<file path="src/rtl/div_pkg.sv">
// Shared types and constants for the iterative divider.
// Shared by div_step and div_unit.
package div_pkg;

  localparam int DIV_WIDTH = 32;
  localparam int DIV_ITER  = 32;

  typedef enum logic [1:0] {
    IDLE,
    CALC,
    FIX,
    DONE
  } div_state_t;

  function automatic logic [DIV_WIDTH-1:0] neg_if(
    input logic [DIV_WIDTH-1:0] v,
    input logic                 n
  );
    return n ? -v : v;
  endfunction

endpackage

</file>
<file path="src/rtl/div_step.sv">
// One restoring-division iteration on unsigned magnitudes.
// Purely combinational.
module div_step
  import div_pkg::*;
(
  input  logic [DIV_WIDTH-1:0] rem,
  input  logic [DIV_WIDTH-1:0] quo,
  input  logic [DIV_WIDTH-1:0] divisor,
  output logic [DIV_WIDTH-1:0] rem_nxt,
  output logic [DIV_WIDTH-1:0] quo_nxt
);

  logic [DIV_WIDTH:0] shl;
  logic [DIV_WIDTH:0] diff;

  // shl needs the extra bit: rem may reach divisor-1 before the shift
  assign shl  = {rem, quo[DIV_WIDTH-1]};
  assign diff = shl - {1'b0, divisor};

  always_comb begin
    rem_nxt = shl[DIV_WIDTH-1:0];
    quo_nxt = {quo[DIV_WIDTH-2:0], 1'b0};
    if (!diff[DIV_WIDTH]) begin
      rem_nxt    = diff[DIV_WIDTH-1:0];
      quo_nxt[0] = 1'b1;
    end
  end

endmodule

</file>
<file path="src/rtl/div_unit.sv">
// 32-bit iterative DIV/DIVU unit (quotient on Lo, remainder on Hi).
// Define DIV_SIGNED_EN to honour the Signed input.
module div_unit
  import div_pkg::*;
(
  input  logic                 Clk,
  input  logic                 Reset,
  input  logic                 Start,
  input  logic                 Signed,
  input  logic [DIV_WIDTH-1:0] A,
  input  logic [DIV_WIDTH-1:0] B,
  output logic [DIV_WIDTH-1:0] Lo,
  output logic [DIV_WIDTH-1:0] Hi,
  output logic                 Busy,
  output logic                 Done,
  output logic                 DivZero
);

  div_state_t state, state_nxt;

  logic [5:0]           cnt;
  logic [DIV_WIDTH-1:0] rem, quo, dvsr;
  logic [DIV_WIDTH-1:0] rem_nxt, quo_nxt;
  logic [DIV_WIDTH-1:0] a_mag, b_mag;
  logic [DIV_WIDTH-1:0] res_lo, res_hi;
  logic                 dz;
  logic                 b_zero;

  assign b_zero = (B == '0);

`ifdef DIV_SIGNED_EN
  logic sa, sb, neg_q, neg_r;

  assign sa     = Signed & A[DIV_WIDTH-1];
  assign sb     = Signed & B[DIV_WIDTH-1];
  assign a_mag  = neg_if(A, sa);
  assign b_mag  = neg_if(B, sb);
  assign res_lo = neg_if(quo, neg_q);
  assign res_hi = neg_if(rem, neg_r);

  always_ff @(posedge Clk or posedge Reset) begin
    if (Reset) begin
      neg_q <= 1'b0;
      neg_r <= 1'b0;
    end else if (state == IDLE && Start) begin
      neg_q <= sa ^ sb;
      neg_r <= sa;
    end
  end
`else
  logic unused_signed;

  assign unused_signed = Signed;
  assign a_mag         = A;
  assign b_mag         = B;
  assign res_lo        = quo;
  assign res_hi        = rem;
`endif

  div_step u_step (
    .rem     (rem),
    .quo     (quo),
    .divisor (dvsr),
    .rem_nxt (rem_nxt),
    .quo_nxt (quo_nxt)
  );

  always_ff @(posedge Clk or posedge Reset) begin
    if (Reset) state <= IDLE;
    else       state <= state_nxt;
  end

  always_comb begin
    state_nxt = state;
    unique case (state)
      IDLE: if (Start) state_nxt = b_zero ? DONE : CALC;
      CALC: if (cnt == 6'(DIV_ITER - 1)) state_nxt = FIX;
      FIX:  state_nxt = DONE;
      DONE: state_nxt = IDLE;
      default: state_nxt = IDLE;
    endcase
  end

  always_comb begin
    Busy    = (state != IDLE);
    Done    = (state == DONE);
    DivZero = (state == DONE) & dz;
  end

  always_ff @(posedge Clk or posedge Reset) begin
    if (Reset) begin
      cnt  <= '0;
      rem  <= '0;
      quo  <= '0;
      dvsr <= '0;
      dz   <= 1'b0;
      Lo   <= '0;
      Hi   <= '0;
    end else begin
      unique case (state)
        IDLE: if (Start) begin
          dz <= b_zero;
          if (!b_zero) begin
            cnt  <= '0;
            rem  <= '0;
            quo  <= a_mag;
            dvsr <= b_mag;
          end
        end
        CALC: begin
          rem <= rem_nxt;
          quo <= quo_nxt;
          cnt <= cnt + 6'd1;
        end
        FIX: begin
          Lo <= res_lo;
          Hi <= res_hi;
        end
        default: ;
      endcase
    end
  end

endmodule
</file>
<file path="config.mk">
export PLATFORM = sky130hd
export DESIGN_NAME = div_unit
export DESIGN_NICKNAME = d
export VERILOG_FILES = /design/src/rtl/div_pkg.sv /design/src/rtl/div_step.sv /design/src/rtl/div_unit.sv
export SDC_FILE = /design/constraint.sdc
export NUM_CORES = 1
export LEC_CHECK = 0
export BUFFER_PORTS_ARGS = -buffer_cell sky130_fd_sc_hd__clkbuf_2
export CAP_MARGIN = 20
export CORE_ASPECT_RATIO = 1.4
export CORE_MARGIN = 1
export CORE_UTILIZATION = 60
export DETAILED_ROUTE_END_ITERATION = 10
export PLACE_DENSITY = 0.84
export SKIP_CTS_REPAIR_TIMING = 1
export SYNTH_ARGS = -nofsm -noshare
export SYNTH_HDL_FRONTEND = slang
export SYNTH_SLANG_ARGS = --single-unit
</file>
<file path="constraint.sdc">
create_clock -name Clk -period 15.31 [get_ports Clk]
set_input_delay 3.062 -clock Clk [delete_from_list [all_inputs] [get_ports Clk]]
set_output_delay 3.062 -clock Clk [all_outputs]
set_load 0.02 [all_outputs]
</file>
# Yosys cells after proc, flatten, opt, wreduce, memory -nomap -nowiden
# Cells that the tools add are included.
[word_totals]
regBits = 169
input_bits = 68
out_inout_bits = 67
wordCells = 42
[classes]
n_addsub = 2
n_eq_ne = 7
n_mux = 15
bitwise = 2
n_reduce_logical = 8
[ops]
columns = ["op", "n"]
rows = [
  ["$mux 32", 5],
  ["$pmux 32 s2", 2],
  ["$sub 33x32->33", 1],
  ["$logic_not 32->1", 1],
  ["$mux 6", 2],
  ["$pmux 6 s2", 1],
  ["$pmux 2 s4", 1],
  ["$add 6x1->6 const B", 1],
  ["$eq 6x5->1 const B", 1],
  ["$mux 2", 3],
  ["$ne 2x2->1 const B", 3],
  ["$reduce_and 3->1", 2],
  ["$eq 2x2->1 const B", 2],
  ["$reduce_and 2->1", 2],
  ["$reduce_bool 2->1", 2],
  ["$eq 2x1->1 const B", 1],
  ["$logic_not 2->1", 1],
  ["$and 1x1->1", 1],
  ["$mux 1", 1],
  ["$not 1->1", 1],
]

# Logic depth before layout (Yosys ltp)
# Gate-level depths: netlist of run 1.
[depth]
depth_word = 4
ltp_mapped = 14
depth_no_buf = 13

# Cells and area by module
# From an unflattened synthesis of run 1, not the netlist that was laid out.
[hier_totals]
hier_cells = 801
area_unflattened_um2 = 9422.8
[by_module_without_submodules]
columns = ["module", "instances", "cells_each", "area_each_um2", "seq_area_each_um2"]
rows = [
  ["div_unit", 1, 465, 6831.6, 4229.1],
  ["div_step", 1, 336, 2591.2, 0.0],
]

# Worst setup path after synthesis of run 1
# OpenSTA, ideal clock, no wires.
[synth_path]
path_type = "input to register"
start = "in B[24]"
end = "reg dvsr[10]"
setup_ns = 0.125
arrival_time_ns = 4.758
required_ns = 15.185
path_slack_ns = 10.428
stages = 7
n_path_buf = 2
path_cell_list = "nor4_1 -> nand4_1 -> nor2_1 -> or2_2 -> clkbuf_1 -> buf_1 -> mux2_2"
[synth_via]
elab_chain_len = 3
[synth_lines]
columns = ["element", "line", "source"]
rows = [
  ["from (decl)", "div_unit.sv:11", "input logic [DIV_WIDTH-1:0] B,"],
  ["$logic_not 32->1", "div_unit.sv:29", "assign b_zero = (B == '0);"],
  ["$not 1->1 (no source line)", "--", ""],
  ["$reduce_and 3->1 (no source line)", "--", ""],
  ["to (signal assigned)", "div_unit.sv:107", "dvsr <= b_mag;"],
  ["to (decl)", "div_unit.sv:22", "logic [DIV_WIDTH-1:0] rem, quo, dvsr;"],
]
# No other way between the ends.
# A chain may end at the register's enable or synchronous reset.

# Worst setup path after layout of run 1
[layout_path]
start = "in B[16]"
end = "reg rem[28]"
[layout_via]
elab_chain_len = 3
[layout_lines]
columns = ["element", "line", "source"]
rows = [
  ["$logic_not 32->1", "div_unit.sv:29", ""],
  ["$ne 2x2->1 (no source line)", "--", ""],
  ["$reduce_and 3->1 (no source line)", "--", ""],
  ["to (signal assigned)", "div_unit.sv:111", "rem <= rem_nxt;"],
  ["to (decl)", "div_unit.sv:22", ""],
]
# No other way between the ends.

==> results.ini, run 1 <==
[synth]
synth_edf_count = 0
synth.top_cell.area_share_pct = 48.1
synth_seq_cells = 169
synth_area_leaders = dfrtp_1, mux2_2, ha_1
ys_seq_area_share_pct = 48.1
synthArstFlopShare_pct = 100
avgSynthCellArea_um2 = 10.7
synthCells = 819
syn-cell-area_um2 = 8780
ys_warn_count = 0
syn_nets = 926
synth_cell_types = 64
synth_ff_type = dfrtp_1
yosysTopAreaCell = dfrtp_1

[sta]
slew_viol_final = 0
timing.final.crit_share_pct = 42.1
fin_tns_setup_ns = 0
finClkSkew_ns = 0.00802
tightest_slew_ns = 1.01
hold_viol = 0
setup_viol = 0
holdWs_ns = 0.501
slew_headroom_pct = 32.8
fmax_mhz = 155
fin_crit_ns = 6.44
rsz0062_at_grt = no

[placement]
gp_congestion = 0.891
hpwlAfterDp_um = 13300
portBuffers = 133

[route]
viasPerCell = 5.77
drt-initial-drc-count = 218
ant_nets = 0
finalWirelength_um = 18900
route.detailed.drc = 0
drt_first_pass_iters = 5
vias = 6576
wl_per_cell_um = 16.6

[clocking]
numCtsBuffers = 17
cts_tree = yes
root_buffer = clkbuf_16
clkLatencyLatePin_ns = 0.43
ctsHtreeMaxLevel = 4
clk_pin_slew_ns = 0.06
clk_path_buf_depth = 2
clock-sinks = 169

[power_and_ir_drop]
p_seq_share_pct = 31.2
power.density_nw_per_um2 = 237
swShare_pct = 42.1
p_int_mw = 1.40
p_comb_share_pct = 51.2
p_leak_nw = 4.86
power_mw = 2.41
vdd_drop_max_mv = 0.148
switching_power_mw = 1.01
p_clk_share_pct = 17.6

[final_layout]
seqCellArea_um2 = 4230
final_common_cell = dfrtp_1
area_growth_pct = 15.7
num-nets-final = 1046
mostFrequentLayoutCells = dfrtp_1, clkbuf_2, mux2_2
fillers = 1083
multi_input_area_um2 = 4220
drive_above_1_share_pct = 30.2
antennaDiodeCount = 0

[setup_path]
critPathMaxFanout = 40
crit_type = primary input to flip-flop
cp-start-kind = primary input
arrival_ns = 6.74
critPathMaxStageDelay_ns = 0.82
critPathTopFamily = simple AND/OR/NAND/NOR gates
path_cells = clkbuf_2 -> nor4_1 -> nand4_1 -> nor2_1 -> or2_2 -> nand2_1 -> nand2_1 -> buf_4 -> o21ai_0
required_ns = 15.60
endpoint_kind = flip-flop
slowest_stage = or2_2
crit_buf_inv = 2
cp_common_cell = nand2_1

[grt]
grt_usage_pct = 26.3
grt_max_degree = 108
grt_pass1_vias = 6795
grt_overflow = 0
grt_pass1_wl_um = 31900
antenna_found_initial = 0

[floorplan]
die_w_um = 104
rows = 52
fp.dieH_um = 145
fp.coreArea_um2 = 14400
start_util_pct = 61.1
dieArea_um2 = 15100
io_pins = 135

[status]
status = finished clean

[worst_hold_path]
min_path_type = flip-flop to flip-flop

[flow_run]
drv_cap = 0

==> stage by stage <==
step                cell area [um2]  util [%]  cells  setup slack [ns]
floorplan                      8780         -    819              7.67
global placement               9580      66.6   1109              8.38
detailed placement             9580      66.6   1109              8.36
CTS                           10200      70.7   1140              8.77
global route                  10200      70.7   1140              8.56
finish                        10200      70.7   1140              8.87
==> sequential cells by signal, summed over array words and instances (netlist names) <==
| register | count |
|---|---|
| rem | 32 |
| cnt | 6 |
| dvsr | 32 |
| Hi | 32 |
| quo | 32 |
| Lo | 32 |
| state | 2 |
| dz | 1 |
==> logic make-up (layout without fill, tap and decap cells) <==
kind of cell               count (synthesis)  count (layout)  share of synthesized area, %
muxes                                    133             133                          16.5
AOI/OAI and AO/OA                        171             171                          12.6
DFF                                      169             169                          48.1
adders and majority gates                 39              39                          5.64
buffers and inverters                     83             215                          3.97
xor gates and xnor gates                  31              31                          3.30
and+or+nand+nor                          193             193                          9.77
==> power by group through the flow <==
stage                     Clock, mW  Sequential, mW  Combinational (mW)
final                         0.425           0.752                1.23
after global routing          0.446           0.774                1.36
after CTS                     0.431           0.752                1.24
after detailed placement          0           0.757                1.22
after global placement            0           0.748                1.19
after floorplan                   0           0.810               0.886
==> cell usage after synthesis, types with 3 or more instances <==
| cell type | n |
|---|---|
| inv_1 | 44 |
| nor3_1 | 8 |
| nand2_1 | 66 |
| a21o_1 | 17 |
| ha_1 | 38 |
| o22ai_1 | 25 |
| a31oi_1 | 3 |
| nor2_1 | 66 |
| mux2i_1 | 37 |
| and2_1 | 4 |
| o211ai_1 | 4 |
| nor4_1 | 8 |
| nand4_1 | 13 |
| dfrtp_1 | 169 |
| clkbuf_1 | 29 |
| o21bai_1 | 3 |
| buf_1 | 3 |
| xnor2_1 | 19 |
| o21ai_1 | 29 |
| o21ai_0 | 24 |
| a21oi_1 | 32 |
| or3_1 | 4 |
| nand3_1 | 10 |
| nand2b_1 | 6 |
| xor2_1 | 11 |
| mux2_2 | 96 |
==> path summary, 6_finish.rpt <==
| path | slack (ns) | startpoint | end | cells past startpoint |
|---|---|---|---|---|
| max | 8.87 | B[16] | rem[28]$_DFFE_PP0P_ | 9 |
| min | 0.50 | dz$_DFFE_PP0P_ | dz$_DFFE_PP0P_ | 2 |
| max reg2reg | 11.50 | quo[31]$_DFFE_PP0P_ | rem[18]$_DFFE_PP0P_ | 14 |
| min reg2reg | 0.50 | dz$_DFFE_PP0P_ | dz$_DFFE_PP0P_ | 2 |
| max in group asynchronous | 11.12 | Reset | rem[25]$_DFFE_PP0P_ | 3 |
| min in group asynchronous | 2.85 | Reset | quo[23]$_DFFE_PP0P_ | 2 |
==> routing by layer <==
metal	GRT usage [%]	part of all wire (%)	up-vias
li1	-	-	3135
met4	10.4	2.2	0
met5	0	0	-
met2	46.6	52	183
met1	30.1	41	3217
met3	6.60	5.0	41
==> cell type report <==
type                            count  share of cell area, %
Sequential cell                   169                   41.6
Tap cell                          189                   2.33
Timing Repair Buffer              140                   7.06
Inverter                           44                   1.67
Clock inverter                     10                   1.06
Multi-Input combinational cell    567                   41.6
Clock buffer                       21                   4.73
==> worst reg2reg max path, stage by stage (launching register included) <==
cell,delay [ns]
dfrtp_1,0.41
inv_1,0.09
ha_1,0.16
inv_1,0.05
fa_1,0.40
a21o_1,0.22
a221o_2,0.41
a21oi_4,0.20
o21ai_2,0.12
o21ai_2,0.24
o21ai_4,0.09
xor2_4,0.41
buf_4,0.48
mux2i_1,0.28
o21ai_1,0.09
Power figures use the tool's default switching activity.
==> inputs of run 2 (changes only) <==
--- a/config.mk
+++ b/config.mk
@@ -5,13 +5,14 @@
 export SDC_FILE = /design/constraint.sdc
 export NUM_CORES = 1
 export LEC_CHECK = 0
+export ABC_AREA = 1
 export BUFFER_PORTS_ARGS = -buffer_cell sky130_fd_sc_hd__clkbuf_2
 export CAP_MARGIN = 20
 export CORE_ASPECT_RATIO = 1.4
 export CORE_MARGIN = 1
-export CORE_UTILIZATION = 60
+export CORE_UTILIZATION = 53
 export DETAILED_ROUTE_END_ITERATION = 10
-export PLACE_DENSITY = 0.84
+export PLACE_DENSITY = 0.77
 export SKIP_CTS_REPAIR_TIMING = 1
 export SYNTH_ARGS = -nofsm -noshare
 export SYNTH_HDL_FRONTEND = slang
==> constraint.sdc (replaced) <==
create_clock -name Clk -period 5.8 [get_ports Clk]
set_input_delay 1.16 -clock Clk [delete_from_list [all_inputs] [get_ports Clk]]
set_output_delay 1.16 -clock Clk [all_outputs]
set_load 0.02 [all_outputs]
==> results.ini, run 2 <==
[floorplan]
dieArea_um2 = 19500
rows = 59
io_pins = 135
fp.coreArea_um2 = 18600
start_util_pct = 54.0
fp.dieH_um = 165
die_w_um = 118

[power_and_ir_drop]
p_int_mw = 3.12
p_leak_nw = 6.55
p_comb_share_pct = 45.6
p_clk_share_pct = 20.2
vdd_drop_max_mv = 0.350
swShare_pct = 44.4
power.density_nw_per_um2 = 491
switching_power_mw = 2.49
p_seq_share_pct = 34.2
power_mw = 5.61

[placement]
gp_congestion = 0.928
hpwlAfterDp_um = 17600
portBuffers = 133

[synth]
syn-cell-area_um2 = 10000
yosysTopAreaCell = dfrtp_1
synthCells = 1388
ys_seq_area_share_pct = 42.1
ys_warn_count = 0
synth.top_cell.area_share_pct = 42.1
synth_commonest_cells = nand2_1, inv_1, dfrtp_1
synth_cell_types = 41
synthArstFlopShare_pct = 100
synth_area_leaders = dfrtp_1, nand2_1, inv_1
synth.most_common_cell = nand2_1
syn_nets = 1495
avgSynthCellArea_um2 = 7.24
synth_ff_type = dfrtp_1
synth_seq_cells = 169
synth_edf_count = 0

[route]
route.detailed.drc = 2
drt-initial-drc-count = 411
top_layer = met4
ant_nets = 0
viasPerCell = 5.00
drt_first_pass_iters = 8
met1_length_um = 10000
vias = 8774
wl_per_cell_um = 13.7
wl_met2_um = 12300
met3_length_um = 920
finalWirelength_um = 24000

[grt]
grt_pass1_wl_um = 40200
grt_overflow = 0
grt_max_degree = 97
antenna_found_initial = 0
grt_pass1_vias = 8510
grt_usage_pct = 26.0

[clocking]
ctsHtreeMaxLevel = 4
clkLatencyLatePin_ns = 0.43
clock-sinks = 169
cts_tree = yes
numCtsBuffers = 17
root_buffer = clkbuf_16
clk_path_buf_depth = 2
clk_pin_slew_ns = 0.07

[sta]
fin_crit_ns = 3.61
rsz0062_at_grt = no
fmax_mhz = 277
fin_tns_setup_ns = 0
hold_viol = 0
slew_viol_final = 0
setup_viol = 0
timing.final.crit_share_pct = 62.2
tightest_slew_ns = 1.06
finClkSkew_ns = 0.0144
slew_headroom_pct = 29.0

[final_layout]
final_common_cell = nand2_1
fillers = 1808
area_growth_pct = 13.7
drive_above_1_share_pct = 15.1
seqCellArea_um2 = 4230
antennaDiodeCount = 0
mostFrequentLayoutCells = nand2_1, inv_1, dfrtp_1
multi_input_area_um2 = 4660
num-nets-final = 1604

[worst_hold_path]
min_path_type = flip-flop to flip-flop

[status]
status = finished, violations left
violations = DRC

[setup_path]
r2r_slack_ns = 2.38
crit_type = primary input to flip-flop
required_ns = 6.11
cp-start-kind = primary input
critPathMaxFanout = 57
arrival_ns = 3.92
endpoint_kind = flip-flop

[flow_run]
drv_cap = 0

-- run 2: cell types whose count changed after synthesis, sizes merged, moves of 17 or more --
cell   previous run  this run
a21o             18         1
a21oi            35        66
inv              44       248
mux2             96        25
mux2i            37         0
nand2            66       449
nand3            10       140
nor2             66        92
o22ai            25         0
-- run 2: worst max-delay path, cell delays in order --
cell      delay, ns
clkbuf_2       0.08
inv_1          0.07
nand4_1        0.16
nor2_1         0.14
nand2_1        0.20
o21ai_4        0.70
nand2_2        0.45
nand2_1        0.22
inv_2          0.41
nand3_1        0.26
nand2_1        0.06
-- run 2: worst paths after layout --
| kind | from | end | cells past startpoint |
|---|---|---|---|
| worst max-delay path | B[30] | rem[2]$_DFFE_PP0P_ | 11 |
| worst min-delay path | dvsr[16]$_DFFE_PP0P_ | dvsr[16]$_DFFE_PP0P_ | 2 |
| worst max register to register | state[1]$_DFFE_PP0P_ | rem[30]$_DFFE_PP0P_ | 9 |
| worst min register to register | dvsr[16]$_DFFE_PP0P_ | dvsr[16]$_DFFE_PP0P_ | 2 |
| max in group asynchronous | Reset | Hi[16]$_DFFE_PP0P_ | 3 |
| min in group asynchronous | Reset | Lo[5]$_DFFE_PP0P_ | 2 |
-- run 2: power by group through the flow --
stage               registers (mW)  logic [mW]  clock network (mW)
detailed placement            1.93        2.57                   0
floorplan                     2.14        1.64                   0
global route                  1.98        2.88                1.21
CTS                           1.92        2.58                1.16
global placement              1.91        2.52                   0
finish                        1.92        2.56                1.14
-- run 2: routing by layer --
metal / up-vias / GRT usage, %
met5: - / 0
met4: 0 / 10.7
met3: 37 / 4.80
met2: 174 / 47.5
met1: 4040 / 29.8
li1: 4523 / -
-- run 2: area by class of cell --
| type | instances | share of cell area [%] |
|---|---|---|
| multi-input combinational | 922 | 40.8 |
| clock inverter | 12 | 1.15 |
| clock buffer | 20 | 3.91 |
| timing repair buffer | 139 | 6.22 |
| inverter | 248 | 8.19 |
| tap | 244 | 2.67 |
| sequential | 169 | 37.0 |
-- run 2: logic make-up after synthesis --
logic type,count (synthesis),synth area share [%]
mux,25,2.80
flops,169,42.1
compound gates,124,6.76
simple gates,718,30.4
buf+inv,297,11.6
xor+xnor,16,1.39
fa+ha+maj,39,4.93
-- run 2: per-stage QoR --
step / hold WS (ns) / cells / utilization [%] / instance area (um2) / worst slack [ns]
after floorplan: 0.453 / 1388 / - / 10000 / 0.0649
after global placement: 0.468 / 1722 / 58.3 / 10800 / 1.76
after detailed placement: 0.473 / 1722 / 58.3 / 10800 / 1.75
after CTS: 0.490 / 1754 / 61.4 / 11400 / 2.17
after global routing: 0.506 / 1754 / 61.4 / 11400 / 1.94
final: 0.483 / 1754 / 61.4 / 11400 / 2.19
==> inputs of run 3 (changes only) <==
--- a/config.mk
+++ b/config.mk
@@ -5,12 +5,12 @@
 export SDC_FILE = /design/constraint.sdc
 export NUM_CORES = 1
 export LEC_CHECK = 0
-export ABC_AREA = 1
+export ABC_AREA = 0
 export BUFFER_PORTS_ARGS = -buffer_cell sky130_fd_sc_hd__clkbuf_2
 export CAP_MARGIN = 20
 export CORE_ASPECT_RATIO = 1.4
 export CORE_MARGIN = 1
-export CORE_UTILIZATION = 53
+export CORE_UTILIZATION = 52
 export DETAILED_ROUTE_END_ITERATION = 10
 export PLACE_DENSITY = 0.77
 export SKIP_CTS_REPAIR_TIMING = 1
==> constraint.sdc (replaced) <==
create_clock -name Clk -period 3.1 [get_ports Clk]
set_input_delay 0.62 -clock Clk [delete_from_list [all_inputs] [get_ports Clk]]
set_output_delay 0.62 -clock Clk [all_outputs]
set_load 0.02 [all_outputs]
==> results.ini, run 3 (synthesized netlist as in run 1, its figures left out) <==
[setup_path]
endpoint_kind = flip-flop
required_ns = 3.42
critPathMaxStageDelay_ns = 0.43
critPathTopFamily = compound AO/OA/AOI/OAI gates
cp_common_cell = o21ai_4
critPathMaxFanout = 7
crit_buf_inv = 4
cp-start-kind = flip-flop
slowest_stage = a221o_2
arrival_ns = 3.42
path_cells = inv_2 -> ha_4 -> inv_2 -> fa_2 -> a21o_1 -> a221o_2 -> a21oi_4 -> o21ai_4 -> o21ai_4 -> o21ai_4 -> xor2_4 -> buf_6 -> buf_12 -> mux2i_1 -> o21ai_1
crit_type = flip-flop to flip-flop

[floorplan]
fp.coreArea_um2 = 16300
rows = 55
io_pins = 135
dieArea_um2 = 17400
start_util_pct = 53.9
die_w_um = 112
fp.dieH_um = 156

[final_layout]
area_growth_pct = 21.3
fillers = 1322
fin_util_pct = 65.3
postLayoutCellArea_um2 = 10700
mostFrequentLayoutCells = dfrtp_1, clkbuf_2, mux2_2
stdcell_count = 1185
final_common_cell = dfrtp_1
multi_input_area_um2 = 4260
seqCellArea_um2 = 4230
num-nets-final = 1081
drive_above_1_share_pct = 33.1
antennaDiodeCount = 0

[status]
violations = DRC
status = finished, violations left

[power_and_ir_drop]
p_leak_nw = 5.08
power.density_nw_per_um2 = 1180
vdd_drop_max_mv = 0.625
power_mw = 12.6

[grt]
antenna_found_initial = 0
grt_pass1_vias = 6802
grt_max_degree = 57
grt_usage_pct = 23.6
grt_pass1_wl_um = 32400
grt_overflow = 0

[route]
drt-initial-drc-count = 307
finalWirelength_um = 20100
vias = 6768
wl_per_cell_um = 17.0
ant_nets = 0
route.detailed.drc = 5
drt_first_pass_iters = 8
viasPerCell = 5.71

[sta]
fmax_mhz = 323
slew_headroom_pct = 50.4
fin_crit_ns = 3.10
rsz0062_at_grt = yes
slew_viol_final = 0
hold_viol = 0
finClkSkew_ns = 0.00891
holdWs_ns = 0.288
tightest_slew_ns = 0.745
timing.final.crit_share_pct = 100
setup_viol = 0

[clocking]
cts_tree = yes
clk_path_buf_depth = 2
root_buffer = clkbuf_16
clock-sinks = 169
ctsHtreeMaxLevel = 4
numCtsBuffers = 17
clkLatencyLatePin_ns = 0.44
clk_pin_slew_ns = 0.07

[placement]
gp_congestion = 0.887
hpwlAfterDp_um = 14100
dp.cells = 1146
place_area_um2 = 9930
portBuffers = 133

[worst_hold_path]
min_path_type = primary input to async pin

[flow_run]
drv_cap = 0

==> run 3: per-layer routing <==
| layer | vias to the layer above | global-route usage (%) | routed length, um |
|---|---|---|---|
| met2 | 181 | 42.1 | 10500 |
| met4 | 0 | 9.52 | 595 |
| met5 | - | 0 | 0 |
| met3 | 46 | 5.56 | 958 |
| met1 | 3338 | 27.2 | 8110 |
| li1 | 3203 | - | - |
==> run 3: worst reg2reg max path: cells and delay by family (launching register included) <==
family                   cells  cell delay (ns)
AO/OA/AOI/OAI                7             1.29
adder cells (fa/ha/maj)      2             0.48
buffers and inverters        4             0.44
flip-flops                   1             0.39
multiplexers                 1             0.22
XOR/XNOR                     1             0.17
==> run 3: report_power, final <==
part	switching (mW)	internal [mW]
registers	0.588	3.12
logic	3.73	3.11
clock network	0.909	1.16
==> run 3: cell type report <==
class | instances | share of cell area, %
inverters | 44 | 1.59
clock buffers | 20 | 4.29
clock inverters | 11 | 1.03
flip-flops and latches | 169 | 39.7
repair buffers | 175 | 11.1
multi-input cells | 567 | 40.0
well taps | 199 | 2.34
==> run 3: worst paths after layout <==
check	start	endpoint	slack [ns]	depth (start not counted)
max	quo[31]$_DFFE_PP0P_	rem[1]$_DFFE_PP0P_	0.001	15
min	Reset	Lo[23]$_DFFE_PP0P_	0.29	2
max reg2reg	quo[31]$_DFFE_PP0P_	rem[1]$_DFFE_PP0P_	0.001	15
min reg2reg	dz$_DFFE_PP0P_	dz$_DFFE_PP0P_	0.49	2
max in group asynchronous	Reset	Hi[18]$_DFFE_PP0P_	2.08	3
min in group Clk	B[29]	dvsr[29]$_DFFE_PP0P_	0.43	2
==> run 3: stage by stage <==
stage | TNS [ns] | setup WS (ns)
final | 0 | 0.00122
after detailed placement | -0.192 | -0.0485
after floorplan | 0 | 0.0704
after global placement | -0.0124 | -0.0124
after global routing | -2.40 | -0.117
after CTS | -0.917 | -0.0805
